==> config.mk <==
export PLATFORM = sky130hd
export DESIGN_NAME = fifo_word_serializer
export DESIGN_NICKNAME = d
export VERILOG_FILES = /design/src/rtl/fifo_ser_pkg.sv /design/src/rtl/ser_bit_timer.sv /design/src/rtl/fifo_word_serializer.sv
export SDC_FILE = /design/constraint.sdc
export NUM_CORES = 1
export LEC_CHECK = 0
export CORE_AREA = 2 2 58 82
export CTS_CLUSTER_SIZE = 16
export DETAILED_ROUTE_END_ITERATION = 12
export DIE_AREA = 0 0 60 84
export PLACE_DENSITY = 0.77
export SYNTH_ARGS = -nofsm -noshare
export SYNTH_HDL_FRONTEND = slang
export SYNTH_SLANG_ARGS = --single-unit
==> constraint.sdc <==
create_clock -name clk -period 2.05 [get_ports clk]
set_clock_uncertainty 0.2 [all_clocks]
set_input_delay 0.3075 -clock clk [delete_from_list [all_inputs] [get_ports clk]]
set_output_delay 0.3075 -clock clk [all_outputs]
set_load 0.01 [all_outputs]
==> src/rtl/fifo_ser_pkg.sv <==
// Shared types and constants for the FIFO-fed word serializer.
// Holds the FSM state encoding and the legal stop-bit range.
package fifo_ser_pkg;

   typedef enum logic [2:0] {
      IDLE,
      FETCH,
      LOAD,
      START,
      DATA,
      PARITY,
      STOP
   } ser_state_t;

   localparam int STOP_BITS_MIN = 1;
   localparam int STOP_BITS_MAX = 2;

   function automatic bit stop_bits_legal(input int n);
      return (n >= STOP_BITS_MIN) && (n <= STOP_BITS_MAX);
   endfunction

endpackage

==> src/rtl/ser_bit_timer.sv <==
// Baud divider: counts CLKS_PER_BIT cycles while run is high and flags the
// last cycle of every bit period with bit_tick.
module ser_bit_timer #(
   parameter int CLKS_PER_BIT = 8
) (
   input  logic clk,
   input  logic rstn,
   input  logic run,
   output logic bit_tick
);

   localparam int CW = $clog2(CLKS_PER_BIT);
   localparam logic [CW-1:0] LAST_CNT = CW'(CLKS_PER_BIT - 1);

   logic [CW-1:0] baud_cnt_reg;

   assign bit_tick = run && (baud_cnt_reg == LAST_CNT);

   // Held at zero while idle so every bit period starts on a full count.
   always_ff @(posedge clk or negedge rstn) begin
      if (!rstn) begin
         baud_cnt_reg <= '0;
      end else if (!run || bit_tick) begin
         baud_cnt_reg <= '0;
      end else begin
         baud_cnt_reg <= baud_cnt_reg + CW'(1);
      end
   end

endmodule

==> src/rtl/fifo_word_serializer.sv <==
// Pulls words from a registered-output sync FIFO and sends each one as a
// UART-style frame: start, DWIDTH data bits LSB first, optional even parity, stop.
module fifo_word_serializer
   import fifo_ser_pkg::*;
#(
   parameter int DWIDTH       = 16,
   parameter int CLKS_PER_BIT = 8,
   parameter int PARITY_EN    = 1,
   parameter int STOP_BITS    = 1
) (
   input  logic              clk,
   input  logic              rstn,
   input  logic              en,
   input  logic              fifo_empty,
   input  logic [DWIDTH-1:0] fifo_dout,
   output logic              fifo_rd_en,
   output logic              tx,
   output logic              busy,
   output logic              frame_done
);

   localparam int BW = $clog2(DWIDTH + 1);
   localparam logic [BW-1:0] LAST_BIT  = BW'(DWIDTH - 1);
   localparam logic [BW-1:0] LAST_STOP = BW'(STOP_BITS - 1);

   if (!stop_bits_legal(STOP_BITS)) begin : g_bad_stop_bits
      $error("fifo_word_serializer: STOP_BITS must be 1 or 2");
   end

   ser_state_t        state_reg, state_next;
   logic [DWIDTH-1:0] shift_reg, shift_next;
   logic              parity_reg, parity_next;
   logic [BW-1:0]     bit_cnt_reg, bit_cnt_next;
   logic              tx_reg, tx_next;
   logic              rd_en_reg;
   logic              frame_done_reg, frame_done_next;
   logic              run;
   logic              bit_tick;

   assign run = (state_reg == START) || (state_reg == DATA) ||
                (state_reg == PARITY) || (state_reg == STOP);

   ser_bit_timer #(
      .CLKS_PER_BIT(CLKS_PER_BIT)
   ) u_bit_timer (
      .clk     (clk),
      .rstn    (rstn),
      .run     (run),
      .bit_tick(bit_tick)
   );

   // tx is computed from the next state so the registered line lines up
   // exactly with the state it belongs to.
   always_comb begin
      state_next      = state_reg;
      shift_next      = shift_reg;
      parity_next     = parity_reg;
      bit_cnt_next    = bit_cnt_reg;
      tx_next         = tx_reg;
      frame_done_next = 1'b0;
      case (state_reg)
         IDLE: begin
            tx_next = 1'b1;
            if (en && !fifo_empty) state_next = FETCH;
         end
         FETCH: begin
            state_next = LOAD;
         end
         LOAD: begin
            shift_next   = fifo_dout;
            parity_next  = ^fifo_dout;
            bit_cnt_next = '0;
            tx_next      = 1'b0;
            state_next   = START;
         end
         START: begin
            if (bit_tick) begin
               tx_next    = shift_reg[0];
               state_next = DATA;
            end
         end
         DATA: begin
            if (bit_tick) begin
               if (bit_cnt_reg == LAST_BIT) begin
                  bit_cnt_next = '0;
                  if (PARITY_EN != 0) begin
                     tx_next    = parity_reg;
                     state_next = PARITY;
                  end else begin
                     tx_next    = 1'b1;
                     state_next = STOP;
                  end
               end else begin
                  bit_cnt_next = bit_cnt_reg + BW'(1);
                  shift_next   = shift_reg >> 1;
                  tx_next      = shift_next[0];
               end
            end
         end
         PARITY: begin
            if (bit_tick) begin
               tx_next    = 1'b1;
               state_next = STOP;
            end
         end
         STOP: begin
            tx_next = 1'b1;
            if (bit_tick) begin
               if (bit_cnt_reg == LAST_STOP) begin
                  bit_cnt_next    = '0;
                  frame_done_next = 1'b1;
                  state_next      = (en && !fifo_empty) ? FETCH : IDLE;
               end else begin
                  bit_cnt_next = bit_cnt_reg + BW'(1);
               end
            end
         end
         default: begin
            tx_next    = 1'b1;
            state_next = IDLE;
         end
      endcase
   end

   always_ff @(posedge clk or negedge rstn) begin
      if (!rstn) begin
         state_reg      <= IDLE;
         shift_reg      <= '0;
         parity_reg     <= 1'b0;
         bit_cnt_reg    <= '0;
         tx_reg         <= 1'b1;
         rd_en_reg      <= 1'b0;
         frame_done_reg <= 1'b0;
      end else begin
         state_reg      <= state_next;
         shift_reg      <= shift_next;
         parity_reg     <= parity_next;
         bit_cnt_reg    <= bit_cnt_next;
         tx_reg         <= tx_next;
         rd_en_reg      <= (state_next == FETCH);
         frame_done_reg <= frame_done_next;
      end
   end

   assign fifo_rd_en = rd_en_reg;
   assign tx         = tx_reg;
   assign busy       = (state_reg != IDLE);
   assign frame_done = frame_done_reg;

endmodule

# --- Word-level counts from Yosys, hierarchy flattened ---
# Index checks and enable logic that the tools add are counted.
op_classes:
  n_addsub: 2
  n_mul: 0
  div: 0
  n_lt_le_gt_ge: 0
  n_eq_ne: 14
  shifts: 0
  mux: 26
  n_bitwise: 1
  n_reduce_logical: 17
ops:
  columns: ["op", "count"]
  rows:
  - ["$mux W16", 2]
  - ["$pmux W16 S2", 1]
  - ["$mux W3", 8]
  - ["$pmux W3 S7", 1]
  - ["$mux W5", 4]
  - ["$reduce_xor A16 Y1", 1]
  - ["$pmux W5 S3", 1]
  - ["$eq A3 B3 Y1 const B", 4]
  - ["$mux W1", 8]
  - ["$ne A2 B1 Y1 const B", 4]
  - ["$eq A3 B1 Y1 const B", 2]
  - ["$eq A3 B2 Y1 const B", 2]
  - ["$reduce_and A3 Y1", 2]
  - ["$reduce_bool A3 Y1", 2]
  - ["$add A5 B1 Y5 const B", 1]
  - ["$eq A5 B4 Y1 const B", 1]
  - ["$logic_not A5 Y1", 1]
  - ["$pmux W1 S5", 1]
  - ["$logic_or A1 B1 Y1", 4]
  - ["$reduce_and A4 Y1", 1]
  - ["$add A3 B1 Y3 const B", 1]
  - ["$logic_not A3 Y1", 1]
  - ["$logic_and A1 B1 Y1", 2]
  - ["$logic_not A1 Y1", 2]
  - ["3 further kinds", 3]
word_totals:
  regBits: 31
  latch_bits: 0
  mem_bits_rw: 0
  rom_bits: 0
  in_bits: 20
  output_inout_bits: 4
  word_cells: 68
  mem_count: 0

# --- Longest topological paths before layout ---
# Gate-level depths: netlist (run 1).
logic_depth:
  word_depth: 8
  depth_mapped: 9

# --- By module ---
# From an unflattened synthesis (run 1), not the netlist that was laid out.
hier_totals:
  cells_unflattened: 179
  hier_area_um2: 1815.5
by_module_without_submodules:
  columns: ["module", "instances", "cells_per_inst", "area_each_um2", "seq_area_each_um2"]
  rows:
  - ["fifo_word_serializer", 1, 170, 1677.9, 701.9]
  - ["ser_bit_timer", 1, 9, 137.6, 75.1]

# --- Least setup slack after synthesis (run 1) ---
# No wires, ideal clock.
synth_path:
  path_kind: "flip-flop to flip-flop"
  start: "register bit_cnt_reg[0]"
  end: "register shift_reg[15]"
  setup_time_ns: 0.125
  arrival_time_ns: 1.937
  t_required_ns: 1.725
  setup_slack_ns: -0.212
  path_stages_with_launch: 7
  path_cell_list: "dfrtp_1 > ha_1 > and3_1 > ha_1 > or3_4 > a21oi_4 > mux2_2"
synth_via:
  elab_chain_cells: 3
synth_rtl:
  columns: ["element", "line", "source"]
  rows:
  - ["from (decl)", "fifo_word_serializer.sv:33", "logic [BW-1:0] bit_cnt_reg, bit_cnt_next;"]
  - ["from (signal assigned)", "fifo_word_serializer.sv:138", "bit_cnt_reg <= bit_cnt_next;"]
  - ["$eq A5 B4 Y1", "fifo_word_serializer.sv:84", "if (bit_cnt_reg == LAST_BIT) begin"]
  - ["$ne A2 B2 Y1 (no source line)", null, null]
  - ["$reduce_and A3 Y1 (no source line)", null, null]
  - ["to (signal assigned)", "fifo_word_serializer.sv:136", "shift_reg <= shift_next;"]
  - ["to (decl)", "fifo_word_serializer.sv:31", "logic [DWIDTH-1:0] shift_reg, shift_next;"]
# Every way passes these cells.
# A chain may end at the register's enable or synchronous reset.

# --- Final worst setup path (run 1) ---
layout_path:
  start: "register bit_cnt_reg[1]"
  end: "register shift_reg[15]"
# The elaborated chain is that of the path after synthesis.

==> impl_results.md, run 1 <==
* Relative slew margins at 73.83%
* # placed instances at 274
* Synth top area share at 40.30%
* Warnings, synthesis at 0
* Hold Crit Class: in2async
* First-pass GRT wire length at 6.479 mm
* Synth cell types at 41
* Vias per inst at 4.874
* Fin crit period at 2.070 ns
* Failing checks: setup timing
* Mean post-synth cell area at 10.47 µm²
* Most used DFF post-synth: dfrtp_1
* Crit-path slowest cell: dfrtp_1
* Dominant cell type by area after synthesis: dfrtp_1
* CP bufs+invs at 0
* NumNets Final at 248
* Largest cells by area after synthesis: dfrtp_1 (40%), mux2i_1 (8.6%), a21oi_2 (7.1%)
* Final WL at 3.444 mm
* Status: finished with violations
* Number of synthesized flops with an enable pin at 0
* Max-cap violations at 0
* Fin. Hold Viols at 0
* Endpoints failing setup at 16
* Post-CTS Hold Buffers at 0
* Critical-path maximum fanout at 4
* Design Area, Final at 2424 µm²
* Slowest Stage Delay on Critical Path at 0.38 ns
* # rows at 29
* Max frequency at 483.0 MHz
* Finished Layout Cells at 285
* Total net switching power at 930.7 µW
* Syn nets at 204
* Die ar. at 5040 µm²
* Crit Path Class: reg2reg
* Initial DRT Pass Iterations at 4
* CTS tree: yes
* Clock transition at path regs at 0.07 ns
* TritonCTS buffer count at 5
* Worst vdd ir at 0.0006579 V
* Part of the cycle the worst path needs at 101.0%
* Routed Antenna Nets at 0
* # port buffers at 23
* Post-DP HPWL at 2.578 mm
* Worst Path Arrival at 2.04 ns
* Switching share of power at 36.93%
* Layout cell share with drive strength beyond 1 at 29.15%
* Clock Tree Root: clkbuf_8
* Initial antenna violation count at 0
* Seq cells post-synth at 31
* Seq pwr share at 38.4%
* Ant. Diodes at 0
* CP cell instances: ha_2, and3_4, ha_4, or3_4, a21oi_4, mux2_4
* Cell count after synthesis at 178
* H-tree Lvls at 2
* CP top delay family: simple AND/OR/NAND/NOR gates
* RSZ-0062 raised after global routing: yes
* Endpoint class of the critical path: flop
* Drt drc at 0
* I/O Pins at 24
* Worst Tran Pin Value at 0.3926 ns
* Post-DP Area at 2291 µm²
* Setup ws final at -0.02022 ns
* Grt ovf at 0
* Largest net degree at the start of global routing at 32
* Gr usage total at 16.55%
* Sinks on Clock Net at 31
* CTS max path bufs at 2
* Post-route setup TNS at -0.1710 ns
* Util after Layout at 55.20%
* Starting density of the core at 42.43%
* Sequential share of the synthesized area at 41.71%
* Clock network fraction of total power at 18.5%
* Area grow syn2layout at 30.09%
* Core Area at 4390 µm²
* Mapped Area at 1863 µm²
* Asr flop ratio synth at 100.0%
* Int Pwr at 1590 µW
* Comb pwr share at 43.1%
* Startpoint types: flop
* Power per cell area at 1040 nW/µm²
* Die Wd at 60 µm
* Fin. max-slew vios at 0
* CP Data Required Time at 2.02 ns
* Gp weighted congestion at 0.7853
* Skew-Pair Late Insertion Delay at 0.29 ns
* Leakage at 0.0009700 µW
* Largest register FFs at 16
* DIE HEIGHT at 84 µm
* Vias at 1389
* Vias in the first global route at 1536
* Initial DRC Count at 17
* Total power at 2520 µW
* Wirelength per Cell at 12.08 µm
==> stage by stage <==
stage	worst slack (ns)	hold slack (ns)
after floorplan	-0.02309	-0.1881
after global placement	-0.03105	0.2322
after detailed placement	-0.08787	0.2494
after CTS	-0.03600	0.2197
after global routing	-0.1319	0.2694
final	-0.02022	0.2077
==> cell usage after synthesis (3+ instances only) <==
| cell type | number |
|---|---|
| nor3_1 | 4 |
| a21oi_1 | 6 |
| xor2_1 | 3 |
| dfrtp_1 | 30 |
| o21ai_0 | 6 |
| mux2i_1 | 16 |
| xnor2_1 | 13 |
| nor2_1 | 20 |
| a21oi_2 | 15 |
| nand2_1 | 10 |
| buf_4 | 3 |
| inv_1 | 6 |
| nand2b_1 | 3 |
| o21ai_1 | 3 |
| ha_1 | 6 |
==> cell type report <==
cell class / count / area (µm²)
Clock buffer: 5 / 68.82
Tap cell: 62 / 77.57
Inverter: 6 / 22.52
Sequential cell: 31 / 777.0
Clock inverter: 3 / 15.01
Fill cell: 381 / 1967
Multi-Input combinational cell: 133 / 1049
Timing Repair Buffer: 45 / 414.1
==> per-layer routing <==
metal  wire length (µm)  share of wire (%)  GRT usage, %
met1               1385                 40         18.25
met2               1869                 54         28.85
met3                113                3.3         4.341
met5                  0                  0             0
met4                 75                2.2         6.667
==> power groups by stage <==
stage / clock network [µW] / registers [µW] / logic, µW
after floorplan: 0 / 975 / 826
after global placement: 0 / 976 / 1050
after detailed placement: 0 / 981 / 1070
after CTS: 476 / 971 / 1090
after global routing: 503 / 992 / 1230
final: 465 / 968 / 1090
==> logic make-up (layout without fill, tap and decap cells) <==
family | count (synthesis) | count (layout) | synth area share (%)
xor gates and xnor gates | 16 | 16 | 7.522
muxes | 18 | 18 | 9.805
AOI/OAI and AO/OA | 38 | 38 | 15.04
and+or+nand+nor | 55 | 55 | 17.53
DFF | 31 | 31 | 41.71
adders and majority gates | 6 | 6 | 4.029
buffers and inverters | 14 | 59 | 4.365
==> placed cells by master, fill, tap and decap left out, types with 2 or more instances in the layout <==
cell / n
and2_1: 2
nand3_1: 2
ha_1: 4
nor2_1: 19
clkinv_2: 3
clkdlybuf4s50_1: 22
nand2_1: 10
a21oi_1: 6
xor2_1: 3
nor4b_4: 2
nand2b_1: 3
xnor2_1: 13
buf_4: 20
mux2i_1: 16
a21o_1: 2
dfrtp_1: 30
inv_1: 6
nor3_1: 4
a21oi_2: 15
o21ai_0: 4
nand2b_4: 2
nor2b_1: 2
clkbuf_8: 5
o21ai_2: 4
==> worst reg2reg max path: stages (launching register included) <==
cell and delay [ns]:
dfrtp_1 0.38, ha_2 0.19, and3_4 0.19, ha_4 0.16
or3_4 0.34, a21oi_4 0.20, mux2_4 0.32
==> timing repair <==
action / 4_1_cts / 5_1_grt
resized for setup: 3 / 8
pin swaps: 3 / 4
endpoints found under the setup margin: 16 / 21
setup buffers: 1 / 2
==> final timing paths <==
| check | start | end | slack (ns) | cells past startpoint |
|---|---|---|---|---|
| max | bit_cnt_reg[1] | shift_reg[15] | -0.02 | 6 |
| min in group clk | u_bit_timer.baud_cnt_reg[0] | u_bit_timer.baud_cnt_reg[0] | 0.25 | 1 |
| min reg2reg | u_bit_timer.baud_cnt_reg[0] | u_bit_timer.baud_cnt_reg[0] | 0.25 | 1 |
| max in group asynchronous | rstn | tx | 1.12 | 2 |
| min | rstn | shift_reg[2] | 0.21 | 2 |
| max reg2reg | bit_cnt_reg[1] | shift_reg[15] | -0.02 | 6 |
No activity file was read; power rests on OpenSTA's default activity.
==> inputs of run 2 (changes only) <==
- TNS_END_PERCENT: not set -> 1
==> impl_results.md, run 2 (same netlist as run 1, synthesis figures left out) <==
* Status: finished with violations
* Failing checks: setup timing
* Vias in the first global route at 1534 (-0.13%)
* DIE HEIGHT at 84 µm (unchanged)
* TritonCTS buffer count at 5 (unchanged)
* WL met1 at 1.357 mm (-2.0%)
* Drt drc at 0 (unchanged)
* Endpoints failing setup at 17 (+1)
* Total power at 2514 µW (-0.24%)
* CP Data Required Time at 2.02 ns (about the same)
* Power per cell area at 1053 nW/µm² (+1.3%)
* CTS max path bufs at 2 (unchanged)
* Sinks on Clock Net at 31 (unchanged)
* Worst Path Arrival at 2.04 ns (about the same)
* Wirelength per Cell at 11.95 µm (-1.1%)
* Top routing layer used: met4
* Routed Antenna Nets at 0 (unchanged)
* Max-cap violations at 0 (unchanged)
* Seq pwr share at 38.5% (about the same)
* Wire length on met2 at 1.835 mm (-1.8%)
* # rows at 29 (unchanged)
* Fin. Hold Viols at 0 (unchanged)
* Vias per inst at 4.904 (+0.63%)
* Crit Path Class: reg2reg
* Post-DP HPWL at 2.578 mm (unchanged)
* Clock transition at path regs at 0.07 ns (about the same)
* Worst vdd ir at 0.0006579 V (about the same)
* Util after Layout at 54.37% (-0.83 points)
* Starting density of the core at 42.43% (unchanged)
* Fin crit period at 2.072 ns (+0.001870 ns)
* H-tree Lvls at 2 (unchanged)
* Grt ovf at 0 (unchanged)
* Comb pwr share at 43.1% (about the same)
* Die Wd at 60 µm (unchanged)
* Switching share of power at 36.86% (-0.072 points)
* RSZ-0062 raised after global routing: yes
* NumNets Final at 245 (-1.2%)
* Commonest cells after routing, fill and taps aside: dfrtp_1 (30), clkdlybuf4s50_1 (22), nor2_1 (20), buf_4 (17), mux2i_1 (16)
* Largest register FFs at 16 (unchanged)
* Gr usage total at 16.55% (unchanged)
* Worst hold slack at 0.2065 ns (-0.001155 ns)
* Max frequency at 482.6 MHz (about the same)
* Initial DRT Pass Iterations at 4 (unchanged)
* Clock network fraction of total power at 18.4% (about the same)
* Critical-path maximum fanout at 4 (unchanged)
* Post-route setup TNS at -0.2010 ns (-0.02996 ns)
* Area grow syn2layout at 28.14%
* # port buffers at 23 (unchanged)
* Clock Tree Root: clkbuf_8
* Initial antenna violation count at 0 (unchanged)
* Startpoint types: flop
* First-pass GRT wire length at 6.479 mm (unchanged)
* Initial DRC Count at 17 (unchanged)
* Vias at 1383 (-0.43%)
* Layout cell share with drive strength beyond 1 at 26.36% (-2.8 points)
* Worst Tran Pin Value at 0.3944 ns (+0.001803 ns)
* Post-CTS Hold Buffers at 0 (unchanged)
* Relative slew margins at 73.71% (-0.12 points)
* Final WL at 3.371 mm (-2.1%)
* Gp weighted congestion at 0.7853 (unchanged)
* Setup ws final at -0.02209 ns (-0.001871 ns)
* Part of the cycle the worst path needs at 101.1% (about the same)
* Leakage at 0.0009525 µW (-1.8%)
* Endpoint class of the critical path: flop
* I/O Pins at 24 (unchanged)
* Total net switching power at 926.7 µW (-0.43%)
* Met3 wire length at 97 µm (-14%)
* CTS tree: yes
* Ant. Diodes at 0 (unchanged)
* Setup bufs post-CTS at 0 (-1)
* Die ar. at 5040 µm² (unchanged)
* Core Area at 4390 µm² (unchanged)
* Largest net degree at the start of global routing at 32 (unchanged)
* Fin. max-slew vios at 0 (unchanged)
* Commonest non-fill, non-tap cell in the layout: dfrtp_1
* Hold Crit Class: in2async
* Skew-Pair Late Insertion Delay at 0.28 ns (about the same)
* Int Pwr at 1588 µW (-0.12%)
## run 2: power groups by stage
stage | registers, µW | clock network [µW] | logic [µW]
3_3_place_gp | 976 | 0 | 1050
6_report | 967 | 464 | 1080
2_1_floorplan | 975 | 0 | 826
4_1_cts | 971 | 476 | 1090
3_5_place_dp | 981 | 0 | 1070
5_1_grt | 992 | 503 | 1220
## run 2: final timing paths
kind	from	to	slack, ns	cells past startpoint
worst max-delay path	bit_cnt_reg[1]	shift_reg[15]	-0.02	6
worst min-delay path	rstn	shift_reg[2]	0.21	2
worst max register to register	bit_cnt_reg[1]	shift_reg[15]	-0.02	6
worst min register to register	u_bit_timer.baud_cnt_reg[0]	u_bit_timer.baud_cnt_reg[0]	0.25	1
max in group asynchronous	rstn	tx	1.11	2
min in group clk	u_bit_timer.baud_cnt_reg[0]	u_bit_timer.baud_cnt_reg[0]	0.25	1
## run 2: routing by layer
metal  vias up  GRT usage, %
met5         -             0
met3         8         4.341
li1        689             -
met4         0         6.667
met2        24         28.85
met1       662         18.25
## run 2: critical path, stage by stage (launching register included)
cell and delay, ns:
dfrtp_1 0.38, ha_2 0.19, and3_4 0.19, ha_4 0.16, or3_4 0.34, a21oi_4 0.20, mux2_4 0.32
## run 2: cell type report
type | instances | area, µm²
multi-input combinational | 133 | 1035
fill | 388 | 2003
clock inverter | 3 | 15.01
tap | 62 | 77.57
clock buffer | 5 | 68.82
inverter | 6 | 22.52
timing repair buffer | 42 | 391.6
sequential | 31 | 777.0
## run 2: timing repair
item,4_1_cts,5_1_grt
endpoints found under the setup margin,16,21
gates cloned,0,0
pin swaps,2,1
gates resized for setup,3,3
endpoints found under the hold margin,0,0
## run 2: metrics by stage
step	cells	setup slack (ns)	area (µm²)
after detailed placement	274	-0.08787	2291
after global routing	282	-0.1336	2387
final	282	-0.02209	2387
after CTS	282	-0.03974	2381
after global placement	274	-0.03105	2291
after floorplan	178	-0.02309	1887
